<file path="config.mk">
export PLATFORM = sky130hd
export DESIGN_NAME = alu_seq
export DESIGN_NICKNAME = d
export VERILOG_FILES = /design/src/rtl/alu_seq.sv
export SDC_FILE = /design/constraint.sdc
export NUM_CORES = 1
export LEC_CHECK = 0
export ABC_AREA = 1
export CAP_MARGIN = 20
export CORE_ASPECT_RATIO = 1.25
export CORE_UTILIZATION = 50
export DETAILED_ROUTE_END_ITERATION = 7
export GPL_TIMING_DRIVEN = 0
export HOLD_SLACK_MARGIN = 0.1
export MAX_ROUTING_LAYER = met4
export PLACE_DENSITY = 0.72
export SETUP_SLACK_MARGIN = 0.3
export SKIP_LAST_GASP = 1
export SLEW_MARGIN = 15
export SYNTH_ARGS = -nofsm -noshare
export SYNTH_HDL_FRONTEND = slang
export SYNTH_SLANG_ARGS = --single-unit
</file>
<file path="constraint.sdc">
create_clock -name clk -period 5.5 [get_ports clk]
set_clock_uncertainty 0.05 [all_clocks]
set_input_delay 1.1 -clock clk [delete_from_list [all_inputs] [get_ports clk]]
set_output_delay 1.1 -clock clk [all_outputs]
set_load 0.005 [all_outputs]
</file>
<file path="src/rtl/alu_seq.sv">
// alu_seq: registered RV32I execute ALU with iterative one-bit-per-cycle shifter and valid/ready handshake
module alu_seq #(
    parameter int XLEN = 32,
    parameter int SHW  = 5
) (
    input  logic            clk,
    input  logic            rstn,
    input  logic            in_valid,
    output logic            in_ready,
    input  logic [3:0]      alu_func,
    input  logic [XLEN-1:0] in_a,
    input  logic [XLEN-1:0] in_b,
    output logic            out_valid,
    input  logic            out_ready,
    output logic [XLEN-1:0] alu_result,
    output logic            alu_zero,
    output logic            alu_err
);
    localparam logic [3:0] OP_ADD = 4'd0, OP_SUB = 4'd1, OP_SLL = 4'd2, OP_SLT = 4'd3,
                           OP_SLTU = 4'd4, OP_XOR = 4'd5, OP_SRL = 4'd6, OP_SRA = 4'd7,
                           OP_OR = 4'd8, OP_AND = 4'd9, OP_BGE = 4'd10, OP_BGEU = 4'd11,
                           OP_EEE = 4'd15;

    typedef enum logic [1:0] {IDLE, SHIFT, DONE} state_t;

    state_t          state, state_n;
    logic [XLEN-1:0] work, work_nx, res_c;
    logic [SHW-1:0]  cnt, shamt;
    logic [3:0]      kind;
    logic            err_c, is_shift, start_shift, accept;

    assign shamt       = in_b[SHW-1:0];
    assign in_ready    = (state == IDLE) || (state == DONE && out_ready);
    assign accept      = in_valid && in_ready;
    assign out_valid   = (state == DONE);
    assign is_shift    = (alu_func == OP_SLL) || (alu_func == OP_SRL) || (alu_func == OP_SRA);
    assign start_shift = is_shift && (shamt != '0);
    // SRA keeps the sign bit in place each step, so the fill is always the original in_a msb
    assign work_nx = (kind == OP_SLL) ? work << 1 :
                     (kind == OP_SRL) ? work >> 1 : XLEN'($signed(work) >>> 1);

    always_comb begin
        res_c = '0;
        err_c = 1'b0;
        case (alu_func)
            OP_ADD:                 res_c = in_a + in_b;
            OP_SUB:                 res_c = in_a - in_b;
            OP_XOR:                 res_c = in_a ^ in_b;
            OP_OR:                  res_c = in_a | in_b;
            OP_AND:                 res_c = in_a & in_b;
            OP_SLT:                 res_c = XLEN'($signed(in_a) < $signed(in_b));
            OP_SLTU:                res_c = XLEN'(in_a < in_b);
            OP_BGE:                 res_c = XLEN'($signed(in_a) >= $signed(in_b));
            OP_BGEU:                res_c = XLEN'(in_a >= in_b);
            OP_SLL, OP_SRL, OP_SRA: res_c = in_a;
            OP_EEE:                 err_c = 1'b1;
            default:                err_c = 1'b1;
        endcase
    end

    always_comb begin
        state_n = state;
        if (accept)
            state_n = start_shift ? SHIFT : DONE;
        else if (state == SHIFT && cnt == SHW'(1))
            state_n = DONE;
        else if (state == DONE && out_ready)
            state_n = IDLE;
    end

    always_ff @(posedge clk) begin
        if (!rstn) state <= IDLE;
        else       state <= state_n;
    end

    always_ff @(posedge clk) begin
        if (!rstn) begin
            work       <= '0;
            cnt        <= '0;
            kind       <= '0;
            alu_result <= '0;
            alu_zero   <= 1'b0;
            alu_err    <= 1'b0;
        end else if (accept && start_shift) begin
            work <= in_a;
            cnt  <= shamt;
            kind <= alu_func;
        end else if (accept) begin
            alu_result <= res_c;
            alu_zero   <= (res_c == '0);
            alu_err    <= err_c;
        end else if (state == SHIFT) begin
            work <= work_nx;
            cnt  <= cnt - SHW'(1);
            if (cnt == SHW'(1)) begin
                alu_result <= work_nx;
                alu_zero   <= (work_nx == '0);
                alu_err    <= 1'b0;
            end
        end
    end
endmodule

</file>
---- Word level (Yosys, flattened, before mapping) ----
Cells that the tools add are included.
W data, S select, Z words.
storage, ports and cells
  bits in registers ....................... 77
  input port bits ......................... 72
  output and inout port bits .............. 36
  logic and storage cells ................. 79
operators by class
  add/sub/neg operators ................... 3
  $lt $le $gt $ge ......................... 4
  eq/ne operators ......................... 17
  muxes and demuxes ....................... 23
  bitwise operators ....................... 4
  reduce and logical (&&, ||, !) cells .... 21
operators with widths
  cell                   count
  $pmux W32 S10          1
  $mux W32               8
  $ge A32 B32 Y1         2
  $logic_not A32 Y1      2
  $lt A32 B32 Y1         2
  $add A32 B32 Y32       1
  $and A32 B32 Y32       1
  $or A32 B32 Y32        1
  $sub A32 B32 Y32       1
  $xor A32 B32 Y32       1
  $eq A4 B3 Y1 const B   5
  $eq A4 B4 Y1 const B   4
  $mux W5                3
  $eq A4 B2 Y1 const B   3
  $reduce_or A12 Y1      1
  $mux W2                4
  $mux W1                7
  $reduce_bool A2 Y1     3
  $eq A5 B1 Y1 const B   1
  $logic_and A1 B1 Y1    5
  $reduce_bool A5 Y1     1
  $sub A5 B1 Y5 const B  1
  $eq A4 B1 Y1 const B   1
  $logic_not A4 Y1       1
  other kinds (10)       12

---- Logic depth before layout (Yosys ltp) ----
Gate-level depths: netlist of run 1.
  word-level depth ........................ 7
  gate-level depth with buffers ........... 22
  gate-level depth less buffers ........... 21

---- Worst setup path after synthesis of run 1 ----
Ideal clock, no wire load.
  kind .................................... input port to flip-flop
  start ................................... in in_a[0]
  end ..................................... reg alu_zero
  library setup time ...................... 0.070 ns
  data arrival time ....................... 3.042 ns
  required time ........................... 5.380 ns
  path slack .............................. 2.338 ns
  stages on the path ...................... 19
  buffers on the path ..................... 0
  path through ............................ ha_1 -> fa_1 -> nand3_1 -> nand3_2 -> nand2_1 -> nand2_2 -> nand2_1 -> nand2_1 -> nand2_1 -> nand3_1 -> nand3_1 -> nand2_1 -> nor2_1 -> nand2_1 -> nor2_1 -> nand2_1 -> nor2_1 -> nand3_1 -> a21oi_1
on the way
  cells in the longest elaborated chain, start to end .. 4
  elaborated cells on any way between the ends .. 12
  those cells by class .................... add/sub (2); order compare (4); mux (2); bitwise (3); reduce/logical (1)
RTL lines
  element                                         RTL line  RTL
  start: declaration                              11        input logic [XLEN-1:0] in_a,
  $sub A32 B32 Y32, or another cell as far along  47        OP_SUB: res_c = in_a - in_b;
  $pmux W32 S10 (*)                               45        case (alu_func)
  $logic_not A32 Y1 (*)                           90        alu_zero <= (res_c == '0);
  $mux W1 (*)                                     88        end else if (accept) begin
  end signal: assignment                          90
  end signal: assignment                          97        alu_zero <= (work_nx == '0);
  end: declaration                                16        output logic alu_zero,
Every way passes the cells marked *; elsewhere a longest branch is shown, timed or not.
A chain may end at the register's enable or synchronous reset.

---- Worst setup path after layout of run 1 ----
  start ................................... in in_b[0]
  end ..................................... reg alu_zero
on the way
  cells in the longest elaborated chain, start to end .. 5
  elaborated cells on any way between the ends .. 17
  those cells by class .................... add/sub (2); order compare (4); mux (2); bitwise (4); reduce/logical (5)
RTL lines
  element                                                   RTL line  RTL
  start: declaration                                        12        input logic [XLEN-1:0] in_b,
  branches (longest 5 deep; another with $sub A32 B32 Y32)  n/a
Parallel ways; which one is timed is not known.

==> parameters.txt, run 1 <==
Parameter                              Value

CTS
  Clock latency at the later pin of the worst-skew pair    0.34 ns
  Number of buffers added by the clock tree synthesis step    9
  Clock Sink Count    77
  Htree depth    3
  Gates resized, CTS repair    0
  Total of hold buffers inserted after clock tree synthesis    0
  Number of setup buffers added after CTS    0
  Clock Pin Slew Worst Setup and Hold Paths    0.06 ns
  Library cell used as clock root buffer    clkbuf_16
  Maximum buffer depth of the clock tree    2
  CTS tree    done

Synth
  Flip-flop cell with the highest count after synthesis    dfxtp_1
  Synth top area share    0.1985
  Number of warnings issued by yosys    0
  Avg Cell Area, Syn    5.635 µm²
  Cell types with the largest area share after synthesis    nand2_1 (20%), dfxtp_1 (15%), ha_1 (12%)
  Number of synthesized flops with an enable pin    0
  Synth cell types    51
  Cell accounting for the most synthesized area    nand2_1
  Post-synthesis async set-or-reset flop share    0
  Register bit count reported by yosys    77
  Syn Nets    2031
  Sequential element share of the synthesized area    0.1472
  Number of cells produced by synthesis    1859
  Area of the mapped netlist    10480 µm²

Setup path
  Reg2reg setup slack    2.26 ns
  Worst path cell trace    clkdlybuf4s50_1 > ha_1 > fa_1 > nand3_1 > nand3_2 > nand2_1 > nand2_2 > nand2_1 > nand2_1 > nand2_1 > nand3_1 > nand3_1 > nand2_1 > nor2_1 > nand2_1 > nor2_1 > nand2_1 > nor2_1 > nand3_1 > a21oi_1
  Kind of cell adding the most delay to the critical path    simple AND/OR/NAND/NOR gates
  WP data required    5.72 ns
  Kind of start point of the critical path    input pin
  Reg2reg start    kind[1]
  Largest fanout on the critical path    5
  Path depth of the worst reg2reg path    9
  Setup crit end kind    flop
  Total buffers and inverters traversed by the critical path    1
  Critical Path AT    4.75 ns
  Top cell by count, worst path    nand2_1
  Capture instance of the worst register-to-register path    alu_zero
  Slowest stage cell, crit path    clkdlybuf4s50_1
  Kind of critical path    in -> reg
  Biggest cell delay along the critical path    0.52 ns

Power
  Clock share of power    0.257
  Peak supply drop    0.0001998 V
  Leakage power    6.175 nW
  Net Sw Power    0.9699 mW
  Proportion of power drawn by flip-flops and latches    0.275
  Switching portion of total power    0.4269
  Pwr dens    186.6 nW/µm²
  Cell-internal power    1.302 mW
  Combinational share of power    0.468

Global route
  Vias in the first global route    12180
  Total Routing Usage GR    0.4262
  First-pass GRT wire length    67650 µm
  Maximum number of pins on one net before global-route repair    13
  Overall overflow remaining after global route    0
  Antenna violations before repair    3

Floorplan
  Total die area    21540 µm²
  Row Count    58
  Number of ports placed on the die boundary    108
  Die width    131.5 µm
  Placeable core region    20320 µm²
  Starting density of the core    0.5155
  Die height    163.8 µm

Worst hold path
  Startpoint of the tightest hold check path    alu_result[25]
  Cell count of the worst hold path    2
  End point of the worst hold path    alu_result[25]
  Min-delay worst type    reg -> reg

Layout
  Commonest non-fill, non-tap cell in the layout    nand2_1
  Fraction of layout cells with a size suffix above 1    0.06764
  Synth-to-layout area growth    16.21%
  Final instance count without filler cells    2254
  Multi-input gate area in the final layout    7467 µm²
  Register area    1541 µm²
  Final-stage net count    2149
  Total of fill cells in the finished design    2100
  Leading cell types in the layout, fill and taps excluded    nand2_1 (554), inv_1 (266), nor2_1 (186)

STA
  Total negative setup slack    0 ns
  Final worst-path cycle share    0.8230
  Fin Hold WS    0.4144 ns
  Setup violators final    0
  Slew at the pin closest to its max-slew limit    1.084 ns
  Slew Limit Fails    0
  Upper clock frequency limit    220.9 MHz
  Worst slew margin relative to its limit    0.2774
  Setup repair after global routing missed its margin    no
  PnR worst setup slack    0.9737 ns
  Final Hold Fails    0
  Time the worst path needs with I/O delays and setup    4.526 ns

Detailed routing
  Post-DR vias/cell    5.792
  Number of iterations in the first detailed-routing pass    8
  Total via count in the routed design    13060
  Sum of routed wire length over all layers    45270 µm
  WL/cell    20.08 µm
  Number of antenna-violating nets in the routed design    0
  DRC    0
  DRC violation total after the first TritonRoute iteration    1329

Placement
  I/O Buffers    107
  # placed instances    2236
  Final weighted congestion of routability-driven global placement    1.029
  Worst slack after detailed placement    0.7363 ns
  Dpl hpwl    37150 µm

Status
  Run status    finished, final reports clean

Run
  MaxCap Viol Count    0
## area by class of cell
| class | instances | share of cell area |
|---|---|---|
| Antenna cell | 3 | 0.0006167 |
| Buffer | 75 | 0.03104 |
| Clock buffer | 10 | 0.01881 |
| Clock inverter | 5 | 0.004317 |
| Inverter | 290 | 0.08942 |
| Multi-Input combinational cell | 1417 | 0.6134 |
| Sequential cell | 77 | 0.1266 |
| Tap cell | 270 | 0.02775 |
| Timing Repair Buffer | 107 | 0.08798 |
## cells by family after synthesis
kind of cell	synth area share
flip-flops	0.1472
buffers and inverters	0.1400
AND/OR/NAND/NOR	0.3770
multiplexers	0.01003
adder cells (fa/ha/maj)	0.1209
XOR/XNOR	0.005853
AO/OA/AOI/OAI	0.1991
## tightest hold or removal path: cells and delay by family, from the launching register on
| family | cells | cell delay, ns |
|---|---|---|
| AO/OA/AOI/OAI | 1 | 0.05 |
| flip-flops | 1 | 0.31 |
| AND/OR/NAND/NOR | 1 | 0.06 |
## power by group through the flow
stage	Sequential (mW)	Clock, mW	Combinational (mW)
3_3_place_gp	0.635	0	1.01
2_1_floorplan	0.632	0	0.648
3_5_place_dp	0.636	0	1.02
4_1_cts	0.624	0.577	1.03
5_1_grt	0.630	0.600	1.16
6_report	0.625	0.584	1.06
## flip-flops by register name, indices dropped and copies added, names as in the netlist
name / cells
alu_result: 32
work: 32
cnt: 5
kind: 4
state: 2
alu_err: 1
alu_zero: 1
## worst max-delay path by stage
stage / startpoint / to / slack [ns] / cells after the start
6_report: in_b[0] / alu_zero / 0.97 / 20
5_1_grt: in_a[14] / alu_zero / 0.89 / 18
4_1_cts: in_b[0] / alu_zero / 1.07 / 20
3_5_place_dp: in_a[9] / alu_zero / 0.74 / 19
3_3_place_gp: in_b[0] / alu_zero / 0.76 / 20
2_1_floorplan: in_a[0] / alu_zero / 2.34 / 19
## Yosys cell counts, drive strengths merged (4+ instances only)
cell type,n
nand2,575
inv,287
nor2,198
a21oi,147
nand3,108
ha,98
o21ai,94
dfxtp,77
buf,50
o22ai,26
clkbuf,25
a221oi,22
nor3,22
o211ai,20
nand4,16
a31oi,15
o21bai,15
and2,7
nor4,7
mux2i,6
xor2,6
a211oi,5
o221ai,5
mux2,4
nand3b,4
or2,4
## stage by stage
step,power [mW],util,area [µm²]
5_1_grt,2.386,0.5991,12170
2_1_floorplan,1.280,-,10480
3_5_place_dp,1.660,0.5849,11880
6_report,2.272,0.5991,12170
3_3_place_gp,1.650,0.5849,11880
4_1_cts,2.231,0.5987,12170
## layer usage
metal | global-route usage | wire (µm) | vias up
li1 | - | - | 6236
met1 | 0.4835 | 17570 | 5953
met2 | 0.7208 | 21310 | 698
met3 | 0.04907 | 3525 | 168
met4 | 0.2637 | 2860 | 0
met5 | - | 0 | -
(Power assumes the default switching activity.)
==> run 2, diff against run 1 <==
PLACE_DENSITY = 0.74   (was 0.72)
clock period = 3.8 ns   (was 5.5 ns; I/O delays follow)
==> run 2 against run 1 <==
  * Sequential power grew 45%
  * Die area is the same
  * Sequential cell count is the same
  * Sequential share of layout area shrank 0.96 points
  * Hold slack gained 0.0033 ns
  * Clock power grew 52%
  * Setup slack lost 0.65 ns
  * Combinational power grew 63%
  * Wire length grew 2.6%
  * Register-to-register slack lost 1.5 ns
  * Power grew 55%
  * Critical endpoint unchanged
  * Highest routed layer unchanged
==> parameters.txt, run 2 (synthesized netlist as in run 1, its figures left out) <==
Parameter                              Value

Floorplan
  Total die area    21540 µm²
  Placeable core region    20320 µm²
  Starting density of the core    0.5155
  Die height    163.8 µm
  Die width    131.5 µm
  Number of ports placed on the die boundary    108
  Row Count    58

Setup path
  Kind of critical path    in -> reg
  Setup crit end kind    flop
  Largest fanout on the critical path    10
  WP data required    4.02 ns
  Critical Path AT    3.69 ns
  Kind of start point of the critical path    input pin

CTS
  Clock latency at the later pin of the worst-skew pair    0.34 ns
  Clock Sink Count    77
  CTS tree    done
  Library cell used as clock root buffer    clkbuf_16
  Clock Pin Slew Worst Setup and Hold Paths    0.06 ns
  Number of buffers added by the clock tree synthesis step    9
  Htree depth    3
  Maximum buffer depth of the clock tree    2

STA
  Setup violators final    0
  Worst slew margin relative to its limit    0.3515
  Fin Hold WS    0.4178 ns
  Final worst-path cycle share    0.9151
  Time the worst path needs with I/O delays and setup    3.478 ns
  PnR worst setup slack    0.3225 ns
  Slew Limit Fails    0
  Setup repair after global routing missed its margin    yes
  Slew at the pin closest to its max-slew limit    0.9727 ns
  Final Hold Fails    0
  Upper clock frequency limit    287.6 MHz

Layout
  Synth-to-layout area growth    25.72%
  Final-stage net count    2169
  Largest registers    alu_result (32), work (32), cnt (5)
  Antenna cell count    0
  Fraction of layout cells with a size suffix above 1    0.1603
  Leading cell types in the layout, fill and taps excluded    nand2_1 (515), inv_1 (253), nor2_1 (132)
  Commonest non-fill, non-tap cell in the layout    nand2_1

Global route
  Overall overflow remaining after global route    0
  Global Route met2 Usage    0.7268
  First-pass GRT wire length    68590 µm
  Vias in the first global route    12290
  Total Routing Usage GR    0.4312
  Antenna violations before repair    0
  Routing layer with the top usage in global route    met2
  Met3 Use GR    0.04167
  Maximum number of pins on one net before global-route repair    14
  Met1 capacity usage during global routing    0.5032

Detailed routing
  Total via count in the routed design    13390
  Number of antenna-violating nets in the routed design    0
  Sum of routed wire length over all layers    46470 µm
  Number of iterations in the first detailed-routing pass    6
  DRC    0
  WL/cell    20.45 µm
  DRC violation total after the first TritonRoute iteration    1460
  Post-DR vias/cell    5.893

Placement
  Worst slack after detailed placement    -0.6258 ns
  Final weighted congestion of routability-driven global placement    1.062
  I/O Buffers    107
  Dpl hpwl    37440 µm

Worst hold path
  Min-delay worst type    reg -> reg

Power
  Peak supply drop    0.0003214 V
  Pwr dens    267.6 nW/µm²
  Leakage power    6.578 nW
  Total power draw    3.524 mW

Run
  MaxCap Viol Count    0

Status
  Run status    finished, final reports clean
run 2: cell count changes in the layout (fill, tap and decap cells not counted), moves of 22 or more:
cell             change
buf_4               +23
clkdlybuf4s50_1     -36
dlygate4sd2_1       +22
nand2_1             -39
nand2_2             +29
nor2_1              -54
nor2_2              +34
run 2: worst max-delay path: stages:
cell,delay (ns)
clkdlybuf4s50_1,0.54
inv_2,0.14
nor2_1,0.07
nand2_1,0.24
inv_2,0.06
clkbuf_1,0.42
a221oi_1,0.46
nand2_1,0.16
nor2_2,0.15
nand3_1,0.11
nor2_1,0.11
nand2_1,0.09
nor2_4,0.12
nand3_1,0.11
a21oi_1,0.14
run 2: cell type report:
type | instances | area [µm²]
Clock buffer | 10 | 239.0
Buffer | 75 | 440.4
Tap cell | 270 | 337.8
Clock inverter | 6 | 62.56
Fill cell | 2017 | 7151
Inverter | 290 | 1095
Multi-Input combinational cell | 1417 | 8242
Timing Repair Buffer | 127 | 1211
Sequential cell | 77 | 1541
run 2: final timing paths:
kind | from | to | slack, ns | depth (start not counted)
setup / recovery | alu_func[3] | alu_zero | 0.32 | 15
hold / removal | alu_result[15] | alu_result[15] | 0.42 | 2
setup reg to reg | kind[1] | alu_zero | 0.72 | 10
hold reg to reg | alu_result[15] | alu_result[15] | 0.42 | 2
run 2: what timing repair did:
action / in CTS / in global routing
setup buffers: 4 / 16
resized for setup: 105 / 189
hold buffers: 0 / 0
setup endpoints to repair: 12 / 6
pin swaps: 9 / 36
run 2: where the power goes:
part / total, mW / internal, mW / switching [mW]
Clock: 0.886 / 0.524 / 0.361
Combinational: 1.73 / 0.601 / 1.13
Sequential: 0.904 / 0.867 / 0.0375
run 2: routing by layer:
metal / vias to the layer above / wire [µm] / part of all wire
li1: 6279 / - / -
met1: 6116 / 17650 / 0.38
met2: 788 / 21450 / 0.46
met3: 206 / 4179 / 0.090
met4: 0 / 3189 / 0.069
met5: - / 0 / 0
run 2: stage by stage:
| step | area (µm²) | setup TNS, ns | util | cells |
|---|---|---|---|---|
| after floorplan | 10480 | 0 | - | 1859 |
| after global placement | 11880 | -1.613 | 0.5849 | 2236 |
| after detailed placement | 11880 | -1.871 | 0.5849 | 2236 |
| after CTS | 12430 | 0 | 0.6119 | 2256 |
| after global routing | 13170 | 0 | 0.6481 | 2272 |
| final | 13170 | 0 | 0.6481 | 2272 |
==> run 3, diff against run 2 <==
CORE_ASPECT_RATIO = 0.5   (was 1.25)
SKIP_CTS_REPAIR_TIMING = 1   (was default)
==> run 3 against run 2 <==
  * The flow now finishes with violations (DRC)
  * Global-route usage grew 0.92 points
  * Maximum frequency grew 0.45%
  * Setup slack gained 0.015 ns
  * Critical path type unchanged
==> parameters.txt, run 3 (synthesized netlist as in run 1, its figures left out) <==
Parameter                              Value

Status
  Run status    finished, violations left
  Violations in the final reports    DRC

CTS
  CTS tree    done
  Clock latency at the later pin of the worst-skew pair    0.35 ns
  Number of buffers added by the clock tree synthesis step    9
  Library cell used as clock root buffer    clkbuf_16
  Clock Sink Count    77
  Htree depth    3
  Maximum buffer depth of the clock tree    2
  Clock Pin Slew Worst Setup and Hold Paths    0.06 ns

Power
  Pwr dens    276.1 nW/µm²
  Peak supply drop    0.0002328 V
  Leakage power    6.854 nW

Detailed routing
  Number of iterations in the first detailed-routing pass    8
  Sum of routed wire length over all layers    47970 µm
  DRC violation total after the first TritonRoute iteration    2016
  Total via count in the routed design    13440
  Post-DR vias/cell    5.936
  Number of antenna-violating nets in the routed design    0
  WL/cell    21.19 µm
  DRC    5

Setup path
  Reg2reg setup slack    0.50 ns
  Kind of start point of the critical path    input pin
  Setup crit end kind    flop
  Slowest stage cell, crit path    clkdlybuf4s50_1
  Top cell by count, worst path    nor2_4
  Worst path cell trace    clkdlybuf4s50_1 > inv_1 > ha_1 > buf_6 > nand2_4 > nor2_4 > inv_2 > nor2_4 > nand4_1 > nand3_1 > nand2_1 > nand3_1 > nand2_1 > nor2_2 > nand3_2 > nor2_4 > nand2_2 > nor2_4 > nand3_2 > a21oi_2
  Biggest cell delay along the critical path    0.48 ns
  WP data required    4.03 ns
  Critical Path AT    3.69 ns
  Total buffers and inverters traversed by the critical path    4
  Kind of critical path    in -> reg
  Largest fanout on the critical path    9
  Kind of cell adding the most delay to the critical path    simple AND/OR/NAND/NOR gates

STA
  Slew Limit Fails    0
  Worst slew margin relative to its limit    0.3739
  Setup repair after global routing missed its margin    no
  Total negative setup slack    0 ns
  Upper clock frequency limit    288.8 MHz
  Time the worst path needs with I/O delays and setup    3.462 ns
  PnR worst setup slack    0.3379 ns
  Final Hold Fails    0
  Setup violators final    0
  Final worst-path cycle share    0.9111
  Slew at the pin closest to its max-slew limit    0.9305 ns

Floorplan
  Number of ports placed on the die boundary    108
  Die width    206.7 µm
  Starting density of the core    0.5238
  Total die area    21570 µm²
  Placeable core region    20000 µm²
  Die height    104.4 µm
  Row Count    36

Layout
  Final-stage net count    2165
  Antenna cell count    0
  Final standard cell area without fillers    13390 µm²
  Synth-to-layout area growth    27.82%
  Final Util    0.6695
  Leading cell types in the layout, fill and taps excluded    nand2_1 (507), inv_1 (253), nor2_1 (130)
  Commonest non-fill, non-tap cell in the layout    nand2_1
  Total of fill cells in the finished design    1928
  Fraction of layout cells with a size suffix above 1    0.1622
  Largest registers    alu_result (32), work (32), cnt (5)
  Final instance count without filler cells    2264

Global route
  Overall overflow remaining after global route    0
  Total Routing Usage GR    0.4404
  First-pass GRT wire length    68620 µm
  Vias in the first global route    11340
  Antenna violations before repair    0
  Maximum number of pins on one net before global-route repair    15

Placement
  # placed instances    2232
  Final weighted congestion of routability-driven global placement    1.133
  Dpl hpwl    38650 µm
  Post-placement cell area    11880 µm²
  Worst slack after detailed placement    -0.6118 ns
  I/O Buffers    107

Run
  MaxCap Viol Count    0

Worst hold path
  Min-delay worst type    reg -> reg
==> run 3: changes by cell type in the layout (fill, tap and decap cells not counted), sizes merged, moves of 2 or more <==
cell and delta:
dlymetal6s2s +32, dlygate4sd2 -22, clkdlybuf4s50 -5, clkdlybuf4s15 -4, clkinvlp -4, clkbuf -3
buf -2, inv +2
==> run 3: routing by layer <==
layer | GRT usage | share of wire | up-vias
met4 | 0.06569 | 0.019 | 0
met5 | - | 0 | -
met1 | 0.6561 | 0.45 | 6151
met2 | 0.5585 | 0.37 | 930
li1 | - | - | 6263
met3 | 0.1541 | 0.16 | 96
==> run 3: per-stage QoR <==
stage / hold slack, ns / power (mW)
after floorplan: 0.3792 / 1.853
after global placement: 0.3936 / 2.411
after detailed placement: 0.3934 / 2.419
after CTS: 0.4024 / 3.375
after global routing: 0.4260 / 3.840
final: 0.4035 / 3.696
==> run 3: power by group <==
| group | switching (mW) | total (mW) | leakage, nW | internal [mW] |
|---|---|---|---|---|
| sequential | 0.0399 | 0.906 | 0.629 | 0.866 |
| clock | 0.401 | 0.984 | 0.157 | 0.583 |
| combinational | 1.19 | 1.81 | 6.07 | 0.621 |
| total | 1.63 | 3.70 | 6.85 | 2.07 |
==> run 3: cell type report <==
type                    instances  area, µm²  area share
clock inverters                 6      95.09    0.007102
clock buffers                  10      229.0     0.01710
multi-input cells            1417       8309      0.6206
repair buffers                123       1311     0.09793
inverters                     290       1099     0.08205
plain buffers                  75      471.7     0.03523
flip-flops and latches         77       1541      0.1151
well taps                     266      332.8     0.02486
==> run 3: final timing paths <==
check | start | endpoint | cells after the start
hold reg to reg | kind[3] | kind[3] | 2
hold / removal | kind[3] | kind[3] | 2
setup / recovery | in_b[15] | alu_zero | 20
setup reg to reg | kind[1] | alu_zero | 9
==> run 3: worst reg2reg max path, stage by stage (launching register included) <==
cell and delay, ns:
dfxtp_1 0.31, inv_1 0.05, nor2_1 0.46, nand2_1 0.17
clkbuf_1 0.34, o21ai_0 0.47, nand4_1 0.14, nor4_1 0.79
a41oi_1 0.27, a21oi_2 0.20
